`src/rtl/ifu_fetch.sv`:
```
// rtl/ifu_fetch.sv - sequential instruction fetch with credit-limited imem requests and in-order FIFO
module ifu_fetch #(
  parameter logic [31:0] RESET_PC = 32'h8000_0000,
  parameter int unsigned DEPTH    = 4,
  parameter int unsigned MAX_OUT  = 4
) (
  input  logic        clk,
  input  logic        rst,
  input  logic        redirect_valid,
  input  logic [31:0] redirect_pc,
  output logic        req_valid,
  input  logic        req_ready,
  output logic [31:0] req_addr,
  input  logic        rsp_valid,
  output logic        rsp_ready,
  input  logic [31:0] rsp_data,
  input  logic        rsp_err,
  output logic        inst_valid,
  input  logic        inst_ready,
  output logic [31:0] inst,
  output logic [31:0] inst_pc,
  output logic        inst_err
);

  localparam int unsigned AW = $clog2(DEPTH);
  localparam int unsigned CW = AW + 1;

  logic          req_valid_q, req_valid_d;
  logic [31:0]   req_addr_q, req_addr_d;
  logic [31:0]   fetch_pc_q, fetch_pc_d;
  logic [31:0]   deliver_pc_q, deliver_pc_d;
  logic [3:0]    inflight_q, inflight_d;
  logic [3:0]    drop_q, drop_d;
  logic          orphan_q, orphan_d;
  logic [AW-1:0] rd_ptr_q, rd_ptr_d, wr_ptr_q, wr_ptr_d;
  logic [CW-1:0] count_q, count_d;
  logic [64:0]   ent_q [DEPTH];

  logic        req_fire, rsp_acc, push, pop, can_raise;
  logic [31:0] occ;
  logic        unused_pc_bits;

  assign unused_pc_bits = ^redirect_pc[1:0];

  always_comb begin
    req_fire     = req_valid_q & req_ready;
    rsp_acc      = rsp_valid & (inflight_q != '0);
    pop          = (count_q != '0) & inst_ready;
    push         = rsp_acc & (drop_q == '0) & ~redirect_valid;
    inflight_d   = inflight_q + 4'(req_fire) - 4'(rsp_acc);
    req_valid_d  = req_valid_q & ~req_fire;
    req_addr_d   = req_addr_q;
    fetch_pc_d   = fetch_pc_q;
    deliver_pc_d = deliver_pc_q;
    drop_d       = drop_q;
    orphan_d     = orphan_q;
    rd_ptr_d     = rd_ptr_q;
    wr_ptr_d     = wr_ptr_q;
    count_d      = count_q;
    occ          = '0;
    can_raise    = 1'b0;
    if (redirect_valid) begin
      // An unaccepted request is marked orphan; it joins drop only once it actually fires.
      drop_d       = inflight_d;
      orphan_d     = req_valid_q & ~req_fire;
      fetch_pc_d   = {redirect_pc[31:2], 2'b00};
      deliver_pc_d = {redirect_pc[31:2], 2'b00};
      rd_ptr_d     = '0;
      wr_ptr_d     = '0;
      count_d      = '0;
    end else begin
      drop_d = drop_q - 4'(rsp_acc & (drop_q != '0)) + 4'(req_fire & orphan_q);
      if (req_fire) begin
        orphan_d = 1'b0;
        if (!orphan_q) fetch_pc_d = fetch_pc_q + 32'd4;
      end
      if (push) begin
        deliver_pc_d = deliver_pc_q + 32'd4;
        wr_ptr_d     = wr_ptr_q + AW'(1);
      end
      if (pop) rd_ptr_d = rd_ptr_q + AW'(1);
      count_d   = count_q + CW'(push) - CW'(pop);
      occ       = 32'(count_d) + 32'(inflight_d - drop_d);
      can_raise = (32'(inflight_d) < MAX_OUT) && (occ < DEPTH);
      if (!req_valid_d && can_raise) begin
        req_valid_d = 1'b1;
        req_addr_d  = fetch_pc_d;
      end
    end
  end

  always_ff @(posedge clk or negedge rst) begin
    if (!rst) begin
      req_valid_q  <= 1'b0;
      req_addr_q   <= RESET_PC;
      fetch_pc_q   <= RESET_PC;
      deliver_pc_q <= RESET_PC;
      inflight_q   <= '0;
      drop_q       <= '0;
      orphan_q     <= 1'b0;
      rd_ptr_q     <= '0;
      wr_ptr_q     <= '0;
      count_q      <= '0;
    end else begin
      req_valid_q  <= req_valid_d;
      req_addr_q   <= req_addr_d;
      fetch_pc_q   <= fetch_pc_d;
      deliver_pc_q <= deliver_pc_d;
      inflight_q   <= inflight_d;
      drop_q       <= drop_d;
      orphan_q     <= orphan_d;
      rd_ptr_q     <= rd_ptr_d;
      wr_ptr_q     <= wr_ptr_d;
      count_q      <= count_d;
    end
  end

  // Entry storage needs no reset: the head is masked while the FIFO is empty.
  always_ff @(posedge clk) begin
    if (push) ent_q[wr_ptr_q] <= {rsp_err, deliver_pc_q, rsp_data};
  end

  assign req_valid  = req_valid_q;
  assign req_addr   = req_addr_q;
  assign rsp_ready  = 1'b1;
  assign inst_valid = (count_q != '0);
  assign inst       = inst_valid ? ent_q[rd_ptr_q][31:0]  : '0;
  assign inst_pc    = inst_valid ? ent_q[rd_ptr_q][63:32] : '0;
  assign inst_err   = inst_valid & ent_q[rd_ptr_q][64];

endmodule

```
`config.mk`:
```
export PLATFORM = sky130hd
export DESIGN_NAME = ifu_fetch
export DESIGN_NICKNAME = d
export VERILOG_FILES = /design/src/rtl/ifu_fetch.sv
export SDC_FILE = /design/constraint.sdc
export NUM_CORES = 1
export LEC_CHECK = 0
export ABC_AREA = 1
export CAP_MARGIN = 20
export CORE_UTILIZATION = 60
export DETAILED_ROUTE_END_ITERATION = 8
export GPL_ROUTABILITY_DRIVEN = 1
export PLACE_DENSITY = 0.87
export REMOVE_ABC_BUFFERS = 1
export SYNTH_ARGS = -nofsm -noshare
export SYNTH_HDL_FRONTEND = slang
export SYNTH_SLANG_ARGS = --single-unit
```
`constraint.sdc`:
```
create_clock -name clk -period 8.61 [get_ports clk]
set_input_delay 1.722 -clock clk [delete_from_list [all_inputs] [get_ports clk]]
set_output_delay 1.722 -clock clk [all_outputs]
set_load 0.01 [all_outputs]
```
==> metrics.md, run 1 <==
| Metric | Value |
|---|---|
| Synth warnings | 0 |
| Die width | around 170 µm |
| Synth Area per Inst | approximately 10 µm² |
| Clock latency on the worst-skew pair | 0.52 ns |
| WHS | about 0.47 ns |
| Synthesized area | approximately 16000 µm² |
| CTS Hold Buffers Added | 0 |
| CP Capture Type | flip-flop |
| FMAX | between 0.15 and 0.2 GHz |
| Area delta synth->final | 18.65% |
| Fin area | between 15000 and 20000 µm² |
| Setup_tns | 0 ns |
| Clock skew | about 0.012 ns |
| Area of the multi-input gates | about 5400 µm² |
| Initial DRC Count | ~1.1k |
| Routed Antenna Nets | 0 |
| Vias in the first global route | ~12k |
| Root buffer cell | clkbuf_16 |
| Nets | ~1.9k |
| Drt drc | 0 |
| GR Util All Layers | 0.2812 |
| Pleak | around 7.8 nW |
| Post-synthesis register bit count | around 360 |
| Die ar. | ~28000 µm² |
| Worst hold path class | reg -> reg |
| Crit path DAT | roughly 6.2 ns |
| Reg area | approximately 10000 µm² |
| Worst slew margin | 0.3458 |
| Status | complete, no violations |
| Final RePlAce weighted congestion | a little under 0.9 |
| Avg WL per Cell | about 18 µm |
| Hpwl dp | 23810 µm |
| H-tree depth | 2 |
| Number of synthesized flops with an enable pin | 252 |
| Fill count | approximately 1.8k |
| # rows | 60 |
| Part of the Yosys area used for sequential elements | 0.6224 |
| Port bufs | between 150 and 200 |
| Final hold vios | 0 |
| DR vias/cell | roughly 5.7 |
| Max Cap Viol | 0 |
| Top_reg_cell synth | edfxtp_1 |
| CP max stage delay | ~0.45 ns |
| Post-DP Area | around 18000 µm² |
| Crit-path cells | clkdlybuf4s50_1, buf_4, nor2_1, buf_4, inv_2, ha_1, inv_1, ha_1, inv_1, fa_1, xor2_1, xor2_1, inv_1, ha_1, nand3_1, nand3_2, nor2_4, nand2_1, inv_2, nand4_4, nand2_1, nand2_1 |
| PwrDens | 322.1 nW/µm² |
| TritonCTS clock tree | done |
| Initial Util | 0.6110 |
| Cell variety after synth | 54 |
| Clk sinks | about 360 |
| CORE AREA | roughly 27000 µm² |
| Crit path max fanout | 43 |
| DRT Wirelength | slightly below 40000 µm |
| 1st-pass router iterations | 6 |
| Max clock buf depth | 3 |
| Crit path launch type | input port |
| TritonCTS Buffers | 37 |
| Pins Over Slew Limit | 0 |
| Worst vdd ir | between 300 and 400 µV |
| FFs w/ async S/R, synth | 0.2981 |
| Post-CTS resize count | 0 |
| Antenna cell count | 0 |
| RSZ-0062 raised after global routing | no |
| Remaining Overflow, GRT | 0 |
| Period minus WS final | between 5 and 6 ns |
| Tot Pwr | about 6.3 mW |
| Crit share post-route | 0.6696 |
| Slack of the critical path | 2.844 ns |
| Syn Inst Count | approximately 1.6k |
| Place WS | ~2.3 ns |
| Total number of vias | between 10k and 15k |
| Clock transition at the registers of the reported paths | roughly 0.06 ns |
| Largest net degree at the start of global routing | approximately 110 |
| Worst Path Required | approximately 9 ns |
| Initial antenna violation count | 0 |
| Share of cells above drive strength 1 | 0.07916 |
| Die height | around 170 µm |
| Setup Crit Path Kind | in -> reg |
| Io pins | 171 |
| Count of final setup violators | 0 |
| Slew @ Worst Pin | 0.9802 ns |
| Setup Buffers After CTS | 0 |
| Crit-path slowest cell | clkdlybuf4s50_1 |
| First-pass GRT wire length | around 62000 µm |
[synthesized netlist by cell type, types with 8 or more instances]
| cell type | number | area (µm²) |
|---|---|---|
| nor3_1 | 13 | 65.06 |
| xnor2_1 | 13 | 113.9 |
| nand3_2 | 8 | 80.08 |
| a21oi_1 | 71 | 355.3 |
| nor2_1 | 318 | 1194 |
| dfrtp_1 | 104 | 2603 |
| xor2_1 | 20 | 175.2 |
| nand2_1 | 305 | 1145 |
| nand4_1 | 16 | 100.1 |
| nand2_2 | 11 | 68.82 |
| edfxtp_1 | 252 | 7567 |
| o21ai_0 | 151 | 755.7 |
| o211ai_1 | 9 | 67.56 |
| inv_1 | 109 | 409.1 |
| clkbuf_1 | 43 | 161.4 |
| inv_2 | 14 | 52.55 |
| ha_1 | 23 | 287.8 |
| nand3_1 | 68 | 340.3 |
| buf_1 | 12 | 45.04 |
[final cells by class]
class	count	share of cell area
Sequential cell	359	0.5248
Timing Repair Buffer	177	0.08978
Tap cell	341	0.02184
Clock inverter	14	0.009221
Multi-Input combinational cell	1092	0.2775
Inverter	126	0.02421
Clock buffer	51	0.05264
[report_power, final]
| part | leakage, nW | switching (mW) | total [mW] | internal (mW) |
|---|---|---|---|---|
| Sequential | 3.60 | 0.141 | 2.17 | 2.03 |
| Combinational | 3.60 | 1.53 | 2.52 | 0.989 |
| Clock | 0.587 | 0.641 | 1.60 | 0.957 |
| Total | 7.78 | 2.32 | 6.29 | 3.98 |
[cells by family (layout without fill, tap and decap cells)]
kind of cell / Yosys count / in the layout / synth area share
AOI/OAI and AO/OA: 254 / 254 / 0.08176
adders and majority gates: 27 / 27 / 0.02234
DFF: 359 / 359 / 0.6224
and+or+nand+nor: 770 / 770 / 0.2014
buffers and inverters: 200 / 368 / 0.05121
other: 2 / 5 / 0.0004561
xor gates and xnor gates: 36 / 36 / 0.02052
[sequential cells by signal, summed over array words and instances (netlist names), 2 cells and up]
| name | cells |
|---|---|
| count_q | 3 |
| deliver_pc_q | 30 |
| drop_q | 4 |
| ent_q | 252 |
| fetch_pc_q | 30 |
| inflight_q | 4 |
| rd_ptr_q | 2 |
| req_addr | 30 |
| wr_ptr_q | 2 |
[through the flow]
stage | utilization | std cells
after floorplan | - | 1577
after global placement | 0.6791 | 2094
after detailed placement | 0.6791 | 2094
after CTS | 0.7240 | 2159
after global routing | 0.7250 | 2160
final | 0.7250 | 2160
[layer usage]
layer  share of wire  track usage
met3           0.077      0.04396
met1            0.41       0.3626
met2            0.49       0.4850
met4           0.024      0.09932
met5               0            0
[critical path, delay by kind of cell]
family / cells / cell delay [ns]
adder cells (fa/ha/maj): 4 / 1.15
buffers and inverters: 8 / 1.63
AND/OR/NAND/NOR: 8 / 1.21
XOR/XNOR: 2 / 0.40
[path summary, 6_finish.rpt]
kind | startpoint | slack (ns) | end | depth (start not counted)
max in group asynchronous | rst | 6.04 | rd_ptr_q[0] | 2
hold / removal | req_addr[31] | 0.47 | req_addr[31] | 2
hold reg to reg | req_addr[31] | 0.47 | req_addr[31] | 2
min in group asynchronous | rst | 1.19 | req_addr[18] | 1
setup / recovery | redirect_valid | 2.84 | req_addr[8] | 22
setup reg to reg | drop_q[2] | 3.99 | req_addr[8] | 25
[cell usage in the layout (no fill, tap or decap), types with 7 or more instances in the layout]
cell,synthesis,final
clkdlybuf4s50_1,0,162
a21oi_1,71,71
dfrtp_1,104,102
nand3_2,8,8
nor2_4,3,7
edfxtp_1,252,252
nand3_1,68,68
xnor2_1,13,13
nor3_1,13,13
inv_1,109,108
clkbuf_1,43,9
nor2_1,318,314
inv_2,14,15
ha_1,23,23
nand2_2,11,11
nand2_1,305,305
buf_4,6,14
xor2_1,20,20
clkbuf_16,0,37
o211ai_1,9,9
o21ai_0,151,151
nand4_1,16,16
Note: power is estimated with default switching activity, not from simulation.
==> inputs of run 2 (changes only) <==
--- a/config.mk
+++ b/config.mk
@@ -7,10 +7,10 @@
 export LEC_CHECK = 0
 export ABC_AREA = 1
 export CAP_MARGIN = 20
-export CORE_UTILIZATION = 60
+export CORE_UTILIZATION = 57
 export DETAILED_ROUTE_END_ITERATION = 8
 export GPL_ROUTABILITY_DRIVEN = 1
-export PLACE_DENSITY = 0.87
+export PLACE_DENSITY = 0.83
 export REMOVE_ABC_BUFFERS = 1
 export SYNTH_ARGS = -nofsm -noshare
 export SYNTH_HDL_FRONTEND = slang
==> constraint.sdc (replaced) <==
create_clock -name clk -period 5.5 [get_ports clk]
set_input_delay 1.1 -clock clk [delete_from_list [all_inputs] [get_ports clk]]
set_output_delay 1.1 -clock clk [all_outputs]
set_load 0.01 [all_outputs]
==> run 2 against run 1 <==
Clock power rose by 61%. Sequential power increased by 58%. Count of clock-buffer cells in the layout decreased by 3. Critical path depth did not move. Final cell count increased by 1.9%. Wire length rose by 0.63%. Via count up 0.98%. Clock skew rose by 0.0046 ns. Largest power group unchanged.
==> metrics.md, run 2 (synthesized netlist as in run 1, its figures left out) <==
| Metric | Value |
|---|---|
| 1st-pass router iterations | 6 (unchanged) |
| Nets | 1892 (+0.053%) |
| Initial antenna violation count | 0 (unchanged) |
| Count of final setup violators | 0 (unchanged) |
| Die ar. | 29570 µm² (+5.2%) |
| Initial DRC Count | 1112 (-0.18%) |
| Area delta synth->final | 19.34% |
| Crit path launch type | input port |
| Worst Path Required | 5.89 ns (-3.12 ns) |
| Total number of vias | 12.42k (+0.98%) |
| Setup_tns | 0 ns (unchanged) |
| Setup Buffers After CTS | 0 (unchanged) |
| Die width | 172.0 µm (+2.6%) |
| Grt met1 use | 0.3411 (-0.02147) |
| Most common cell after layout, fill and taps aside | nor2_1 |
| Cell Int Power | 6.294 mW (+58%) |
| PwrDens | 504.4 nW/µm² (+57%) |
| Crit share post-route | 0.9030 |
| Fin area | 19650 µm² (+0.58%) |
| DRT Wirelength | 39110 µm (+0.63%) |
| Max FFs per register | 252 (unchanged) |
| Final hold vios | 0 (unchanged) |
| Worst slew margin | 0.3525 (+0.006689) |
| GR Util All Layers | 0.2695 (-0.01174) |
| Clock transition at the registers of the reported paths | 0.06 ns (about the same) |
| CTS Hold Buffers Added | 0 (unchanged) |
| Drt drc | 0 (unchanged) |
| Status | complete, no violations |
| Root buffer cell | clkbuf_16 |
| Vias in the first global route | 12.39k (-0.84%) |
| GR peak layer | met2 |
| Clk sinks | 359 (unchanged) |
| Pleak | 7.812 nW (+0.38%) |
| Io pins | 171 (unchanged) |
| CORE AREA | 28090 µm² (+4.2%) |
| Worst hold path class | reg -> reg |
| Crit path max fanout | 30 (-30%) |
| Slew @ Worst Pin | 0.9712 ns (-0.008955 ns) |
| NetSw | 3.618 mW (+56%) |
| Final Util | 0.6997 (-0.02532) |
| Antenna cell count | 0 (unchanged) |
| Power share of the clock group | 0.259 (+0.005) |
| Port bufs | 163 (unchanged) |
| Final RePlAce weighted congestion | 0.9376 (+6.3%) |
| Grt met2 use | 0.4760 (-0.008982) |
| Sw Ratio | 0.3650 (-0.002958) |
| RSZ-0062 raised after global routing | no |
| Logic pwr share | 0.395 (-0.006) |
| Most frequent cells in the layout | 314 x nor2_1, 305 x nand2_1, 252 x edfxtp_1 |
| First-pass GRT wire length | 61940 µm (-0.43%) |
| TritonCTS Buffers | 37 (unchanged) |
| Worst vdd ir | 687.6 µV (+90%) |
| Remaining Overflow, GRT | 0 (unchanged) |
| Grt met3 use | 0.04807 (+0.004105) |
| Die height | 172.0 µm (+2.6%) |
| Clock latency on the worst-skew pair | 0.52 ns (about the same) |
| CP Capture Type | flip-flop |
| TritonCTS clock tree | done |
| Crit path DAT | 5.36 ns (-0.81 ns) |
| FMAX | ~0.20 GHz |
| Routed Antenna Nets | 0 (unchanged) |
| Period minus WS final | about 5.0 ns |
| # rows | 61 (+1.7%) |
| H-tree depth | 2 (unchanged) |
| Avg WL per Cell | 17.78 µm (-1.2%) |
| Hpwl dp | 24060 µm (+1.0%) |
| Share of cells above drive strength 1 | 0.08013 (+0.0009673) |
| Largest net degree at the start of global routing | 96 (-15%) |
| Post-DP Area | 18400 µm² (+0.54%) |
| Max clock buf depth | 3 (unchanged) |
| Clock skew | 0.01685 ns (+0.004608 ns) |
| Sequential share of power | 0.346 (about the same) |
| Setup Crit Path Kind | in -> reg |
| DR vias/cell | 5.645 (-0.86%) |
| Initial Util | 0.5863 (-0.02471) |
| Max Cap Viol | 0 (unchanged) |
| Largest Register | ent_q |
| Pins Over Slew Limit | 0 (unchanged) |
| Post-CTS resize count | 0 (unchanged) |
-- run 2: cell types whose count changed in the layout (fill, tap and decap cells not counted), sizes merged --
cell / change
bufinv: +2
clkbuf: -3
clkinv: +3
buf: +1
-- run 2: through the flow --
stage               cells  setup WS [ns]  power, mW  hold WS (ns)
CTS                  2200         0.5765      9.950        0.4746
floorplan            1577        0.05918      5.887        0.4692
global placement     2133         0.2181      7.191        0.4577
finish               2200         0.5335      9.912        0.4713
global route         2200         0.2157      10.52        0.5036
detailed placement   2133        0.04737      7.343        0.4619
-- run 2: area by class of cell --
type | instances | area, µm²
Clock buffer | 48 | 997.2
Clock inverter | 19 | 252.7
Fill cell | 1966 | 8436
Inverter | 126 | 473.0
Multi-Input combinational cell | 1092 | 5423
Sequential cell | 359 | 10250
Tap cell | 378 | 473.0
Timing Repair Buffer | 178 | 1779
-- run 2: worst paths after layout --
kind	startpoint	end	slack [ns]	depth (start not counted)
worst max-delay path	req_ready	req_addr[13]	0.53	22
worst min-delay path	req_addr[23]	req_addr[23]	0.47	2
worst max register to register	inflight_q[2]	req_addr[13]	1.05	26
worst min register to register	req_addr[23]	req_addr[23]	0.47	2
max in group asynchronous	rst	deliver_pc_q[8]	3.73	2
min in group asynchronous	rst	req_addr[25]	0.72	1
-- run 2: critical path, stage by stage --
cell and delay [ns]:
clkdlybuf4s50_1 0.52, nand2_1 0.17, inv_1 0.15, nand2_1 0.12, ha_1 0.29, inv_1 0.04
ha_1 0.21, fa_1 0.51, inv_1 0.07, fa_1 0.44, xnor2_1 0.17, inv_1 0.05
ha_1 0.32, inv_1 0.06, nand2_1 0.08, nand3_2 0.08, nor2_4 0.18, nand2_1 0.09
inv_2 0.06, nand4_4 0.34, nand2_1 0.23, nand2_1 0.08
-- run 2: layer usage --
metal	vias up	share of wire
met1	6000	0.40
met2	549	0.49
met5	-	0
met4	0	0.020
li1	5804	-
met3	66	0.085
-- run 2: power by group through the flow --
stage	clock network (mW)	registers, mW	logic [mW]
after floorplan	0	3.48	2.41
after global placement	0	3.47	3.73
after detailed placement	0	3.47	3.88
after CTS	2.60	3.42	3.93
after global routing	2.71	3.46	4.35
final	2.57	3.43	3.91
==> inputs of run 3 (changes only) <==
--- a/config.mk
+++ b/config.mk
@@ -7,10 +7,11 @@
 export LEC_CHECK = 0
 export ABC_AREA = 1
 export CAP_MARGIN = 20
-export CORE_UTILIZATION = 57
+export CORE_UTILIZATION = 35
 export DETAILED_ROUTE_END_ITERATION = 8
 export GPL_ROUTABILITY_DRIVEN = 1
-export PLACE_DENSITY = 0.83
+export HOLD_SLACK_MARGIN = 0.12
+export PLACE_DENSITY = 0.57
 export REMOVE_ABC_BUFFERS = 1
 export SYNTH_ARGS = -nofsm -noshare
 export SYNTH_HDL_FRONTEND = slang
==> run 3 against run 2 <==
First-iteration DRC count decreased by 29%. Wire length increased by 6.6%. Total power increased by 1.2%. Non-clock buffer count increased by 6. Global-route usage decreased by 9.3 points. Critical path type unchanged. Critical endpoint is now req_addr[17]. Highest routed layer unchanged.
==> metrics.md, run 3 (synthesized netlist as in run 1, its figures left out) <==
| Metric | Value |
|---|---|
| Status | complete, no violations |
| Setup Crit Path Kind | in -> reg |
| Most frequent cells in the layout | 314 x nor2_1, 305 x nand2_1, 252 x edfxtp_1 |
| Pleak | 7.877 nW (+0.83%) |
| Tot Pwr | 10.03 mW (+1.2%) |
| Setup_tns | 0 ns (unchanged) |
| Period minus WS final | 4.679 ns (-0.2873 ns) |
| Initial antenna violation count | 0 (unchanged) |
| Slew @ Worst Pin | 1.024 ns (+0.05296 ns) |
| 1st-pass router iterations | 5 (-1) |
| CP Capture Type | flip-flop |
| # rows | 79 (+30%) |
| Share of cells above drive strength 1 | 0.08397 (+0.003838) |
| Hpwl dp | 26380 µm (+9.7%) |
| Largest net degree at the start of global routing | 73 (-24%) |
| Nets | 1901 (+0.48%) |
| Pins Over Slew Limit | 0 (unchanged) |
| Clock skew | 0.01593 ns (-0.0009249 ns) |
| Root buffer cell | clkbuf_16 |
| TritonCTS Buffers | 40 (+8.1%) |
| Clk sinks | 359 (unchanged) |
| Crit path DAT | 5.19 ns (-0.17 ns) |
| First-pass GRT wire length | 64900 µm (+4.8%) |
| CORE AREA | 46460 µm² (+65%) |
| H-tree depth | 2 (unchanged) |
| Remaining Overflow, GRT | 0 (unchanged) |
| Initial DRC Count | 787 (-29%) |
| GR Util All Layers | 0.1761 (-0.09343) |
| Area delta synth->final | 21.86% |
| Port bufs | 163 (unchanged) |
| DRT Wirelength | 41700 µm (+6.6%) |
| Crit share post-route | 0.8508 (-0.05223) |
| PwrDens | 499.9 nW/µm² (-0.90%) |
| Initial Util | 0.3545 (-0.2318) |
| Die width | 218.9 µm (+27%) |
| Worst Path Required | 6.01 ns (+0.12 ns) |
| Worst vdd ir | 420.7 µV (-39%) |
| FMAX | 0.2137 GHz (+6.1%) |
| Drt drc | 0 (unchanged) |
| Final hold vios | 0 (unchanged) |
| Max FFs per register | 252 (unchanged) |
| RSZ-0062 raised after global routing | no |
| Total number of vias | 11.92k (-4.1%) |
| Post-CTS resize count | 0 (unchanged) |
| CP max stage delay | 0.50 ns (-0.02 ns) |
| Max clock buf depth | 3 (unchanged) |
| CTS Hold Buffers Added | 0 (unchanged) |
| Crit-path most repeated cell | inv_1 |
| TritonCTS clock tree | done |
| Crit path launch type | input port |
| Worst slew margin | 0.3165 (-0.03606) |
| Crit path max fanout | 26 (-13%) |
| Max Cap Viol | 0 (unchanged) |
| Count of final setup violators | 0 (unchanged) |
| DR vias/cell | 4.882 (-14%) |
| Routed Antenna Nets | 0 (unchanged) |
| Vias in the first global route | 11.62k (-6.2%) |
| Most common cell after layout, fill and taps aside | nor2_1 |
| Die height | 218.9 µm (+27%) |
| Largest Register | ent_q |
| Crit-path slowest cell | clkdlybuf4s50_1 |
| Crit-path cells | clkdlybuf4s50_1, nand2_1, buf_4, ha_1, inv_1, ha_1, inv_1, fa_1, inv_1, fa_1, xnor2_1, inv_1, ha_1, inv_1, nand2_1, nand3_2, nor2_4, nand3_4, nor2_8, nand3_1, nand2_1 |
| Worst hold path class | reg -> reg |
| Avg WL per Cell | 17.08 µm (-3.9%) |
| Setup Buffers After CTS | 0 (unchanged) |
| Io pins | 171 (unchanged) |
| Antenna cell count | 0 (unchanged) |
| Clock transition at the registers of the reported paths | 0.06 ns (about the same) |
| Final RePlAce weighted congestion | 0.8670 (-7.5%) |
| Clock latency on the worst-skew pair | 0.57 ns (+0.05 ns) |
| Die ar. | 47920 µm² (+62%) |
[run 3: changes by cell type in the layout (fill, tap and decap cells not counted), moves of 3 or more]
cell	delta
clkbuf_16	+4
clkinv_1	+3
bufinv_16	-3
buf_4	+3
buf_12	+3
[run 3: report_power, final]
part	leakage, nW	internal [mW]	switching [mW]
Combinational	3.65	1.59	2.41
Sequential	3.60	3.18	0.212
Clock	0.629	1.55	1.09
[run 3: final cells by class]
cell class | instances | area [µm²]
multi-input cells | 1092 | 5423
well taps | 607 | 759.5
clock buffers | 52 | 1087
fillers | 4460 | 26390
clock inverters | 21 | 207.7
repair buffers | 184 | 1862
inverters | 126 | 474.2
flip-flops and latches | 359 | 10250
[run 3: metrics by stage]
step	instance area, µm²	utilization	setup WS [ns]	hold slack, ns	std cells
after detailed placement	18750	0.4036	0.2256	0.4620	2367
after global routing	20070	0.4319	0.5658	0.4840	2441
after CTS	20050	0.4315	0.8336	0.4757	2440
after global placement	18750	0.4036	0.3311	0.4571	2367
final	20070	0.4319	0.8208	0.4773	2441
after floorplan	16110	-	0.05918	0.4692	1577
[run 3: final timing paths]
path                                    from  cells after the start            end  slack (ns)
worst max-delay path               req_ready                     21   req_addr[17]        0.82
worst min-delay path            req_addr[31]                      2   req_addr[31]        0.48
worst max register to register     req_valid                     20   req_addr[17]        1.38
worst min register to register  req_addr[31]                      2   req_addr[31]        0.48
max in group asynchronous                rst                      2  fetch_pc_q[2]        3.74
min in group asynchronous                rst                      1   req_addr[23]        0.68
[run 3: critical path: cells and delay by family]
| family | cells | cell delay, ns |
|---|---|---|
| adder cells (fa/ha/maj) | 5 | 1.73 |
| XOR/XNOR | 1 | 0.17 |
| AND/OR/NAND/NOR | 8 | 1.17 |
| buffers and inverters | 7 | 0.99 |
[run 3: metal layers]
metal,up-vias,GRT usage,wire [µm]
li1,5818,-,-
met1,5739,0.2347,18910
met2,300,0.2928,19880
met3,59,0.02578,1912
met4,0,0.05903,993
met5,-,0,0
